**config.mk**
```make
export PLATFORM = sky130hd
export DESIGN_NAME = risc_v_32_wb_arb
export DESIGN_NICKNAME = d
export VERILOG_FILES = /design/src/rtl/risc_v_32_wb_arb.sv
export SDC_FILE = /design/constraint.sdc
export NUM_CORES = 1
export LEC_CHECK = 0
export BUFFER_PORTS_ARGS = -buffer_cell sky130_fd_sc_hd__clkbuf_2
export CAP_MARGIN = 20
export CELL_PAD_IN_SITES_DETAIL_PLACEMENT = 0
export CELL_PAD_IN_SITES_GLOBAL_PLACEMENT = 1
export CORE_ASPECT_RATIO = 0.5
export CORE_MARGIN = 4
export CORE_UTILIZATION = 49
export CTS_BUF_LIST = sky130_fd_sc_hd__clkbuf_4 sky130_fd_sc_hd__clkbuf_8
export CTS_CLUSTER_SIZE = 16
export DETAILED_ROUTE_END_ITERATION = 6
export PLACE_DENSITY_LB_ADDON = 0.08
export SYNTH_ARGS = -nofsm -noshare
export SYNTH_HDL_FRONTEND = slang
export SYNTH_SLANG_ARGS = --single-unit
```
**constraint.sdc**
```tcl
create_clock -name clk -period 17.03 [get_ports clk]
set_input_delay 0.8515 -clock clk [delete_from_list [all_inputs] [get_ports clk]]
set_output_delay 0.8515 -clock clk [all_outputs]
set_load 0.02 [all_outputs]
```
**src/rtl/risc_v_32_wb_arb.sv**
```systemverilog
// Writeback arbiter: buffers one result per execution source and drains the held
// results round-robin onto the register-file write ports, formatting loads on the way out.
module risc_v_32_wb_arb #(
  parameter int XLEN    = 32,
  parameter int NUM_SRC = 4,
  parameter int NUM_WP  = 2,
  parameter int REG_AW  = 5
) (
  input  logic                      clk,
  input  logic                      rst,
  input  logic [NUM_SRC-1:0]        src_valid,
  output logic [NUM_SRC-1:0]        src_ready,
  input  logic [NUM_SRC*REG_AW-1:0] src_rd,
  input  logic [NUM_SRC*XLEN-1:0]   src_data,
  input  logic [NUM_SRC-1:0]        src_is_load,
  input  logic [NUM_SRC*3-1:0]      src_funct3,
  input  logic [NUM_SRC*2-1:0]      src_boff,
  output logic [NUM_WP-1:0]         wp_en,
  output logic [NUM_WP*REG_AW-1:0]  wp_addr,
  output logic [NUM_WP*XLEN-1:0]    wp_data,
  output logic                      wb_busy
);

  localparam int PW = (NUM_SRC > 1) ? $clog2(NUM_SRC) : 1;

  logic [NUM_SRC-1:0] hold_v;
  logic [REG_AW-1:0]  hold_rd     [NUM_SRC];
  logic [XLEN-1:0]    hold_data   [NUM_SRC];
  logic [NUM_SRC-1:0] hold_is_load;
  logic [2:0]         hold_funct3 [NUM_SRC];
  logic [1:0]         hold_boff   [NUM_SRC];

  logic [PW-1:0]      rr_ptr;
  logic [PW-1:0]      rr_ptr_nxt;
  logic [NUM_SRC-1:0] grant;
  logic [NUM_WP-1:0]  port_en;
  logic [REG_AW-1:0]  port_rd   [NUM_WP];
  logic [PW-1:0]      port_src  [NUM_WP];
  logic [XLEN-1:0]    port_data [NUM_WP];

  int   grant_cnt;
  int   scan_idx;
  logic rd_clash;

  function automatic logic [XLEN-1:0] fmt_load(input logic [XLEN-1:0] w,
                                               input logic [2:0]      f3,
                                               input logic [1:0]      boff);
    logic [7:0]  b;
    logic [15:0] h;
    case (boff)
      2'd0:    b = w[7:0];
      2'd1:    b = w[15:8];
      2'd2:    b = w[23:16];
      default: b = w[31:24];
    endcase
    h = boff[1] ? w[31:16] : w[15:0];
    case (f3)
      3'b000:  return {{(XLEN-8){b[7]}}, b};
      3'b001:  return {{(XLEN-16){h[15]}}, h};
      3'b100:  return {{(XLEN-8){1'b0}}, b};
      3'b101:  return {{(XLEN-16){1'b0}}, h};
      default: return w;
    endcase
  endfunction

  // Scan from the pointer, wrapping; an entry whose rd is already being written this cycle waits.
  always_comb begin
    grant      = '0;
    port_en    = '0;
    rr_ptr_nxt = rr_ptr;
    grant_cnt  = 0;
    scan_idx   = 0;
    rd_clash   = 1'b0;
    for (int p = 0; p < NUM_WP; p++) begin
      port_rd[p]  = '0;
      port_src[p] = '0;
    end
    for (int k = 0; k < NUM_SRC; k++) begin
      scan_idx = int'(rr_ptr) + k;
      if (scan_idx >= NUM_SRC) scan_idx = scan_idx - NUM_SRC;
      rd_clash = 1'b0;
      for (int p = 0; p < NUM_WP; p++) begin
        if (port_en[p] && (port_rd[p] == hold_rd[scan_idx])) rd_clash = 1'b1;
      end
      if (hold_v[scan_idx] && !rd_clash && (grant_cnt < NUM_WP)) begin
        grant[scan_idx]     = 1'b1;
        port_en[grant_cnt]  = 1'b1;
        port_rd[grant_cnt]  = hold_rd[scan_idx];
        port_src[grant_cnt] = PW'(scan_idx);
        rr_ptr_nxt          = (scan_idx == NUM_SRC - 1) ? '0 : PW'(scan_idx + 1);
        grant_cnt           = grant_cnt + 1;
      end
    end
  end

  always_comb begin
    for (int p = 0; p < NUM_WP; p++) begin
      port_data[p] = '0;
      if (port_en[p]) begin
        if (hold_is_load[port_src[p]])
          port_data[p] = fmt_load(hold_data[port_src[p]], hold_funct3[port_src[p]],
                                  hold_boff[port_src[p]]);
        else
          port_data[p] = hold_data[port_src[p]];
      end
    end
  end

  assign src_ready = ~hold_v | grant;
  assign wb_busy   = |hold_v;

  // A granted slot may be refilled on the same edge; rd==0 results are swallowed here.
  always_ff @(posedge clk) begin
    if (rst) begin
      hold_v  <= '0;
      rr_ptr  <= '0;
      wp_en   <= '0;
      wp_addr <= '0;
      wp_data <= '0;
    end else begin
      rr_ptr <= rr_ptr_nxt;
      for (int i = 0; i < NUM_SRC; i++) begin
        if (src_valid[i] && src_ready[i])
          hold_v[i] <= (src_rd[i*REG_AW +: REG_AW] != '0);
        else if (grant[i])
          hold_v[i] <= 1'b0;
      end
      for (int p = 0; p < NUM_WP; p++) begin
        wp_en[p]                      <= port_en[p];
        wp_addr[p*REG_AW +: REG_AW]   <= port_rd[p];
        wp_data[p*XLEN +: XLEN]       <= port_data[p];
      end
    end
  end

  always_ff @(posedge clk) begin
    for (int i = 0; i < NUM_SRC; i++) begin
      if (src_valid[i] && src_ready[i]) begin
        hold_rd[i]      <= src_rd[i*REG_AW +: REG_AW];
        hold_data[i]    <= src_data[i*XLEN +: XLEN];
        hold_is_load[i] <= src_is_load[i];
        hold_funct3[i]  <= src_funct3[i*3 +: 3];
        hold_boff[i]    <= src_boff[i*2 +: 2];
      end
    end
  end

endmodule

```
==> results of run 1 <==
==> final cells by class <==
class,instances,share of cell area (%)
flip-flops and latches,254,44.94
multi-input cells,678,37.55
repair buffers,271,9.168
clock buffers,57,4.477
well taps,344,2.841
clock inverters,12,0.5782
inverters,18,0.4460
==> cell usage in the layout (no fill, tap or decap), types with 8 or more instances in the layout <==
master | Yosys | final
a211oi_1 | 11 | 11
a21oi_1 | 38 | 38
a21oi_2 | 11 | 11
a221oi_1 | 9 | 9
a311oi_1 | 8 | 8
a31oi_1 | 34 | 34
and2_1 | 33 | 29
buf_4 | 3 | 13
clkbuf_2 | 0 | 258
clkbuf_4 | 0 | 17
clkbuf_8 | 0 | 40
dfxtp_1 | 82 | 81
edfxtp_1 | 172 | 172
ha_1 | 10 | 10
inv_1 | 17 | 17
mux2_2 | 20 | 20
mux2i_1 | 48 | 46
mux4_2 | 67 | 67
nand2_1 | 88 | 88
nand3_1 | 25 | 25
nor2_1 | 64 | 64
nor3_1 | 9 | 9
o21ai_0 | 56 | 56
o221a_2 | 14 | 14
xor2_1 | 8 | 8
==> flip-flops by register name, summed over array words and instances (netlist names) <==
register,flops
hold_rd,20
hold_v,4
hold_is_load,4
rr_ptr,2
hold_data,128
wp_addr,10
wp_en,2
hold_boff,8
wp_data,64
hold_funct3,12
==> per-layer routing <==
layer	vias up	global-route usage, %
met4	0	4.736
met1	4901	37.09
li1	4476	-
met3	49	4.782
met2	426	44.31
met5	-	0
==> cell families (layout without fill, tap and decap cells) <==
logic type                 after synthesis  count (layout)  synth area share (%)
adders and majority gates               10              10                0.9730
AOI/OAI and AO/OA                      249             249                 14.43
DFF                                    254             254                 52.93
and+or+nand+nor                        268             268                 10.17
xor gates and xnor gates                15              15                 1.022
muxes                                  136             136                 17.34
buffers and inverters                   88             358                 3.133
==> critical path: stages (launching register included) <==
cell       delay (ns)
dfxtp_2          0.31
buf_4            0.50
inv_1            0.36
ha_1             0.94
mux4_2           0.66
xor2_1           0.19
nor3_1           0.32
a41oi_1          0.18
buf_4            0.24
ha_1             0.23
nor2_1           0.18
nand4_1          0.17
and3_1           0.21
or4_4            0.53
o41ai_4          0.55
nor2_2           0.25
o2111ai_1        0.87
nand2_1          0.75
mux2i_2          0.35
buf_4            0.26
nor2_1           0.69
o21ai_0          0.21
a31oi_1          0.19
==> worst min-delay path by stage <==
| stage | startpoint | to | cells past startpoint |
|---|---|---|---|
| 2_1_floorplan | hold_data[2][0]$_DFFE_PP_ | wp_data[32]$_SDFF_PP0_ | 4 |
| 3_3_place_gp | hold_data[2][2]$_DFFE_PP_ | wp_data[34]$_SDFF_PP0_ | 4 |
| 3_5_place_dp | hold_data[3][1]$_DFFE_PP_ | wp_data[33]$_SDFF_PP0_ | 4 |
| 4_1_cts | src_data[43] | hold_data[1][11]$_DFFE_PP_ | 1 |
| 5_1_grt | src_data[13] | hold_data[0][13]$_DFFE_PP_ | 1 |
| 6_report | src_data[43] | hold_data[1][11]$_DFFE_PP_ | 1 |
==> through the flow <==
stage,hold WS [ns],cells,setup slack (ns)
2_1_floorplan,0.6605,1020,10.11
3_3_place_gp,0.7063,1564,7.876
3_5_place_dp,0.7185,1564,7.535
4_1_cts,0.4366,1633,7.489
5_1_grt,0.4414,1634,7.077
6_report,0.4695,1634,7.768
==> impl_metrics.toml, run 1 <==
[outcome]
status = "finished, final reports clean"

[global_routing]
grt_overflow = 0
grt_max_degree = 59
grt_first_pass_wirelength_mm = 58.75
first_global_vias = 9837
grt_usage_pct = 26.44
antenna_found_initial = 0

[floorplan]
initial_core_util_pct = 50.43
die_width_um = 237.1
core_mm2 = 0.02550
io_pins = 259
die-area_mm2 = 0.02905
rows = 41
die_y_um = 122.5

[finish]
fill_cells = 2070
nNetsFinal = 1449
post-route-util_pct = 59.41
syn_to_final_growth_pct = 17.81
multi_input_area_mm2 = 0.005688
n_antenna_cell = 0
drive_gt1_share_pct = 36.74
stdcell_area_mm2 = 0.01515
register_area_mm2 = 0.006808

[clock_network]
cts-root-buf = "clkbuf_8"
cts_num_sinks = 254
cts_setup_buffers = 0
path_clk_slew_ns = 0.07
cts_hold_repair.buffers = 0
numCtsBuffers = 38
cts.repair.resized = 0
insertion_delay_ns = 0.55
h-tree-depth = 2
cts.path.max_buffers = 3
cts_tree = "done"

[logic_synthesis]
synth_top_area_share_pct = 40.17
synthesis.nets = 1208
synth_area_leaders = "edfxtp_1 (40%), dfxtp_1 (13%), mux4_2 (12%)"
synth_edf_count = 172
synthesis.area_mm2 = 0.01286
synth_seq_cells = 254
yosys_warnings = 0
synthDistinctLibCells = 86
netlist_top_cells_count = "edfxtp_1 (172), nand2_1 (88), dfxtp_1 (82)"
avgSynthCellArea_um2 = 12.61
syn-instance-count = 1020
synth_most_common_cell = "edfxtp_1"
yosysTopAreaCell = "edfxtp_1"
synthFlopType = "edfxtp_1"
ys_seq_area_share_pct = 52.93
synthArstFlopShare_pct = 0

[critical_path]
criticalPathCategory = "flip-flop to flip-flop"
crit_end = "wp_data[54]$_SDFF_PP0_"
r2r_cells = 22
r2r-end = "wp_data[54]$_SDFF_PP0_"
r2r_slack_ns = 7.77
required_ns = 17.48
r2r_start = "rr_ptr[0]$_SDFFE_PP0P_"
crit_start = "rr_ptr[0]$_SDFFE_PP0P_"
critPathMaxFanout = 42
crit_arrival_ns = 9.71
endpoint_kind = "flip-flop"
critPathLaunchType = "flip-flop"

[routing]
m1WireLength_mm = 16.74
wire_per_inst_um = 24.02
wl_met2_mm = 18.87
route.detailed.drc = 0
drt-pass1-iter-count = 6
routed_wl_mm = 39.24
top_layer_used = "met4"
num_vias = 9852
vias_per_cell = 6.029
antenna_left = 0
wl_met3_mm = 3.040
drt_iter0_markers = 921

[job]
cap_violations = 0

[timing]
worst_pin_slew_ns = 0.9975
post-route-min-period_ns = 9.262
clock_skew_ns = 0.02719
hold_viol = 0
setup_viol = 0
slew_violations = 0
max_freq_mhz = 108.0
relSlewSlack_pct = 33.43
setup_tns_ns = 0
period_share_pct = 54.39
grt_setup_unrepaired = "false"

[hold_path]
hp-class = "input port to flip-flop"

[placement]
dpl_cell_area_mm2 = 0.01438
dpl.hpwl_mm = 28.39
routabilityCongestion = 0.9069
io_buffers = 258
Power of run 1 is left out: the tool's default activity adds up to more than one toggle a clock period on the data nets, which glitch-free logic cannot reach.
==> inputs of run 2 (changes only) <==
- CORE_UTILIZATION: 49 -> 46
- clock period: 17.03 -> 8.98 ns (I/O delays scaled with it)
==> run 2 against run 1 <==
Worst setup slack got worse by 6.1 ns. Maximum frequency grew 27%. Final cell count is 3.4% higher. Global-route usage is 0.77 points lower. Utilization shrank 2.4 points. Flip-flop and latch count stayed put. Highest routed layer unchanged. Die area increased by 6.2%. First-iteration DRC count is 2.2% lower. Clock skew is 0.0084 ns higher. Non-clock buffer count rose by 27. Register-to-register slack got worse by 6.1 ns.
==> impl_metrics.toml, run 2 (synthesis results as in run 1) <==
[finish]
multi_input_area_mm2 = 0.005688
mostFrequentLayoutCell = "clkbuf_2"
n_antenna_cell = 0
fill_cells = 2293
layout_common_cells = "clkbuf_2 (258), edfxtp_1 (172), nand2_1 (88)"
largest_register_ffs = 128
drive_gt1_share_pct = 37.77
nNetsFinal = 1475
regMostFlops = "hold_data"
final_cells = 1690
register_area_mm2 = 0.006808
largest_registers = "hold_data x128, wp_data x64, hold_rd x20"
syn_to_final_growth_pct = 19.57
post-route-util_pct = 57.03

[clock_network]
cts.path.max_buffers = 3
cts_setup_buffers = 0
h-tree-depth = 2
insertion_delay_ns = 0.58
cts.repair.resized = 0
numCtsBuffers = 37
cts_hold_repair.buffers = 0
cts_tree = "done"
path_clk_slew_ns = 0.07
cts-root-buf = "clkbuf_8"
cts_num_sinks = 254

[hold_path]
hp-class = "input port to flip-flop"

[timing]
worst_pin_slew_ns = 0.9068
relSlewSlack_pct = 39.40
hold_viol = 0
grt_setup_unrepaired = "false"
slew_violations = 0
post-route-min-period_ns = 7.294
setup_tns_ns = 0
clock_skew_ns = 0.03561
period_share_pct = 81.23
setup_viol = 0
max_freq_mhz = 137.1

[placement]
dpl.hpwl_mm = 30.17
place_inst = 1622
routabilityCongestion = 0.9143
io_buffers = 258

[floorplan]
die-area_mm2 = 0.03086
initial_core_util_pct = 47.70
rows = 42
core_mm2 = 0.02696
io_pins = 259
die_y_um = 126.2
die_width_um = 244.4

[routing]
route.detailed.drc = 0
vias_per_cell = 5.947
routed_wl_mm = 40.36
num_vias = 10050
wire_per_inst_um = 23.88
drt-pass1-iter-count = 5
drt_iter0_markers = 901
antenna_left = 0

[job]
cap_violations = 0

[global_routing]
antenna_found_initial = 0
grt_usage_pct = 25.67
grt_max_degree = 42
grt_overflow = 0
first_global_vias = 9940
grt_first_pass_wirelength_mm = 60.30

[critical_path]
criticalPathCategory = "flip-flop to flip-flop"
required_ns = 9.37
crit_arrival_ns = 7.69
critPathLaunchType = "flip-flop"
endpoint_kind = "flip-flop"
critPathMaxFanout = 31

[outcome]
status = "finished, final reports clean"
[run 2: cell types whose count changed in the layout (fill, tap and decap cells not counted), sizes merged]
cell / change
buf: +27
clkbuf: -11
clkinv: +8
bufinv: +1
inv: +1
[run 2: through the flow]
step / instance area, µm² / hold WS [ns] / worst slack [ns]
floorplan: 12860 / 0.5479 / 2.055
global placement: 14620 / 0.6258 / 1.972
detailed placement: 14620 / 0.6276 / 1.763
CTS: 15370 / 0.02522 / 1.690
global route: 15370 / 0.02157 / 1.113
finish: 15370 / 0.05707 / 1.686
[run 2: critical path, cell delays in order (launching register included)]
cell and delay (ns):
dfxtp_2 0.33, inv_1 0.17, ha_1 0.70, mux4_2 0.63, xor2_1 0.19, nor3_1 0.28, a41oi_1 0.21, ha_1 0.29
nor2_1 0.17, nand4_1 0.18, and3_1 0.22, or4_4 0.54, o41ai_4 0.52, nor3_2 0.21, o2bb2ai_4 0.32, buf_4 0.50
mux2i_1 0.18, mux2_2 0.34, and4_4 0.21, o311ai_4 0.78, a21oi_1 0.15
[run 2: area by class of cell]
type | instances | share of cell area, %
Inverter | 18 | 0.4395
Tap cell | 374 | 3.044
Sequential cell | 254 | 44.28
Clock buffer | 46 | 3.833
Multi-Input combinational cell | 678 | 37.00
Clock inverter | 22 | 1.058
Timing Repair Buffer | 298 | 10.35
[run 2: metal layers]
metal	part of all wire, %	track usage (%)	vias up	wire (µm)
met4	1.8	5.496	0	745
met1	43	35.33	5024	17260
li1	-	-	4534	-
met2	48	42.62	444	19480
met5	0	0	-	0
met3	7.1	5.310	49	2883
[run 2: path summary, 6_finish.rpt]
check             slack (ns)                    endpoint  cells past startpoint                       from
setup / recovery        1.69      wp_data[18]$_SDFF_PP0_                     20     rr_ptr[0]$_SDFFE_PP0P_
hold / removal          0.06  hold_data[2][15]$_DFFE_PP_                      1               src_data[79]
setup reg to reg        1.69      wp_data[18]$_SDFF_PP0_                     20     rr_ptr[0]$_SDFFE_PP0P_
hold reg to reg         0.76      wp_data[34]$_SDFF_PP0_                      4  hold_data[2][2]$_DFFE_PP_
Power of run 2 is left out for the same reason.
==> inputs of run 3 (changes only) <==
- CORE_UTILIZATION: 46 -> 41
- clock period: 8.98 -> 5.87 ns (I/O delays scaled with it)
==> run 3 against run 2 <==
Register-to-register slack worse by 1.6 ns. Critical path depth is 2 higher. First-iteration DRC count is 13% lower. Clock skew is 0.0037 ns higher. Critical endpoint unchanged. Final cell count is 18% higher. Sequential share of layout area is 7.5 points lower. Worst setup slack worse by 1.6 ns. Hold slack better by 0.14 ns. Wire length is 12% higher. Cell area is 20% higher. Count of clock-buffer cells in the layout is 10 higher.
==> impl_metrics.toml, run 3 (synthesis results as in run 1) <==
[clock_network]
cts_tree = "done"
numCtsBuffers = 38
cts_num_sinks = 254
cts-root-buf = "clkbuf_8"
h-tree-depth = 2
path_clk_slew_ns = 0.07
cts.path.max_buffers = 3
insertion_delay_ns = 0.59

[finish]
mostFrequentLayoutCell = "clkbuf_2"
fill_cells = 2471
layout_common_cells = "clkbuf_2 (258), dlygate4sd3_1 (176), edfxtp_1 (172)"
syn_to_final_growth_pct = 43.92
largest_registers = "hold_data x128, wp_data x64, hold_rd x20"
largest_register_ffs = 128
drive_gt1_share_pct = 39.90
regMostFlops = "hold_data"
stdcell_area_mm2 = 0.01851
n_antenna_cell = 0
post-route-util_pct = 60.42
nNetsFinal = 1723

[job]
cap_violations = 0

[timing]
hold_viol = 0
max_freq_mhz = 173.6
setup_viol = 0
slew_violations = 0
relSlewSlack_pct = 47.20
finalWorstSetupSlack_ns = 0.1083
clock_skew_ns = 0.03934
grt_setup_unrepaired = "true"
worst_pin_slew_ns = 0.7920
post-route-min-period_ns = 5.762
hold_ws_ns = 0.1966
period_share_pct = 98.16

[floorplan]
initial_core_util_pct = 41.98
die_y_um = 133.2
die_width_um = 258.5
rows = 45
io_pins = 259
die-area_mm2 = 0.03443
core_mm2 = 0.03063

[global_routing]
grt_first_pass_wirelength_mm = 66.58
grt_max_degree = 44
grt_overflow = 0
first_global_vias = 11150
grt_usage_pct = 25.15
antenna_found_initial = 0

[placement]
place_ws_ns = -0.1156
routabilityCongestion = 0.8805
dpl.hpwl_mm = 31.41
dpl_cell_area_mm2 = 0.01526
io_buffers = 258

[critical_path]
required_ns = 6.38
critPathLaunchType = "flip-flop"
crit_arrival_ns = 6.27
r2r_slack_ns = 0.11
criticalPathCategory = "flip-flop to flip-flop"
endpoint_kind = "flip-flop"
critPathMaxFanout = 16

[routing]
num_vias = 11030
route.detailed.drc = 0
routed_wl_mm = 45.14
wire_per_inst_um = 22.72
drt-pass1-iter-count = 5
antenna_left = 0
vias_per_cell = 5.549
drt_iter0_markers = 786

[hold_path]
hp-class = "input port to flip-flop"

[outcome]
status = "finished, final reports clean"
-- run 3: cell count changes in the layout (fill, tap and decap cells not counted), moves of 12 or more --
cell	previous run	this run
dlygate4sd3_1	0	176
o21ai_0	56	43
o21ai_1	1	13
buf_12	0	18
buf_4	40	78
-- run 3: metrics by stage --
step | std cells | TNS [ns]
2_1_floorplan | 1020 | -16.11
5_1_grt | 1987 | -2.724
6_report | 1987 | 0
3_5_place_dp | 1710 | -0.3713
3_3_place_gp | 1710 | 0
4_1_cts | 1960 | 0
-- run 3: layout make-up --
type	instances	area (µm²)	share of cell area, %
flip-flops and latches	254	6810	36.80
clock buffers	56	701.9	3.793
inverters	18	71.32	0.3854
clock inverters	13	87.58	0.4733
well taps	423	529.3	2.860
multi-input cells	678	6066	32.78
repair buffers	545	4240	22.91
-- run 3: what timing repair did --
item                                    4_1_cts  5_1_grt
pin swaps                                     2       10
endpoints found under the setup margin       22       63
cloned                                        0        3
setup buffers                                 5       24
gates resized for setup                       4       73
hold endpoints to repair                    176        0
hold buffers                                176        0
-- run 3: worst paths after layout --
kind                           from                endpoint  depth (start not counted)
min                             rst  hold_v[3]$_SDFFE_PP0P_                          2
max          rr_ptr[0]$_SDFFE_PP0P_  wp_data[18]$_SDFF_PP0_                         22
min reg2reg  hold_v[1]$_SDFFE_PP0P_  hold_v[1]$_SDFFE_PP0P_                          3
max reg2reg  rr_ptr[0]$_SDFFE_PP0P_  wp_data[18]$_SDFF_PP0_                         22
-- run 3: critical path: stages, from the launching register on --
cell        delay, ns
dfxtp_4          0.36
clkinvlp_4       0.09
ha_4             0.35
mux4_2           0.57
xor2_1           0.18
nor3_2           0.24
a41oi_2          0.19
ha_4             0.22
nor2_4           0.09
nand4_1          0.11
and3_1           0.18
or4_4            0.52
o41ai_4          0.28
buf_6            0.19
nor3_4           0.06
o2bb2ai_4        0.17
buf_4            0.15
mux4_2           0.57
a41o_4           0.30
a2111oi_4        0.38
o311ai_4         0.15
buf_12           0.18
a21oi_1          0.14
-- run 3: metal layers --
| metal | up-vias | GRT usage (%) | part of all wire (%) |
|---|---|---|---|
| met5 | - | 0 | 0 |
| met4 | 0 | 6.647 | 2.7 |
| met3 | 73 | 4.444 | 5.9 |
| met2 | 389 | 43.41 | 50 |
| met1 | 5528 | 33.10 | 42 |
| li1 | 5036 | - | - |
Power of run 3 is left out for the same reason.
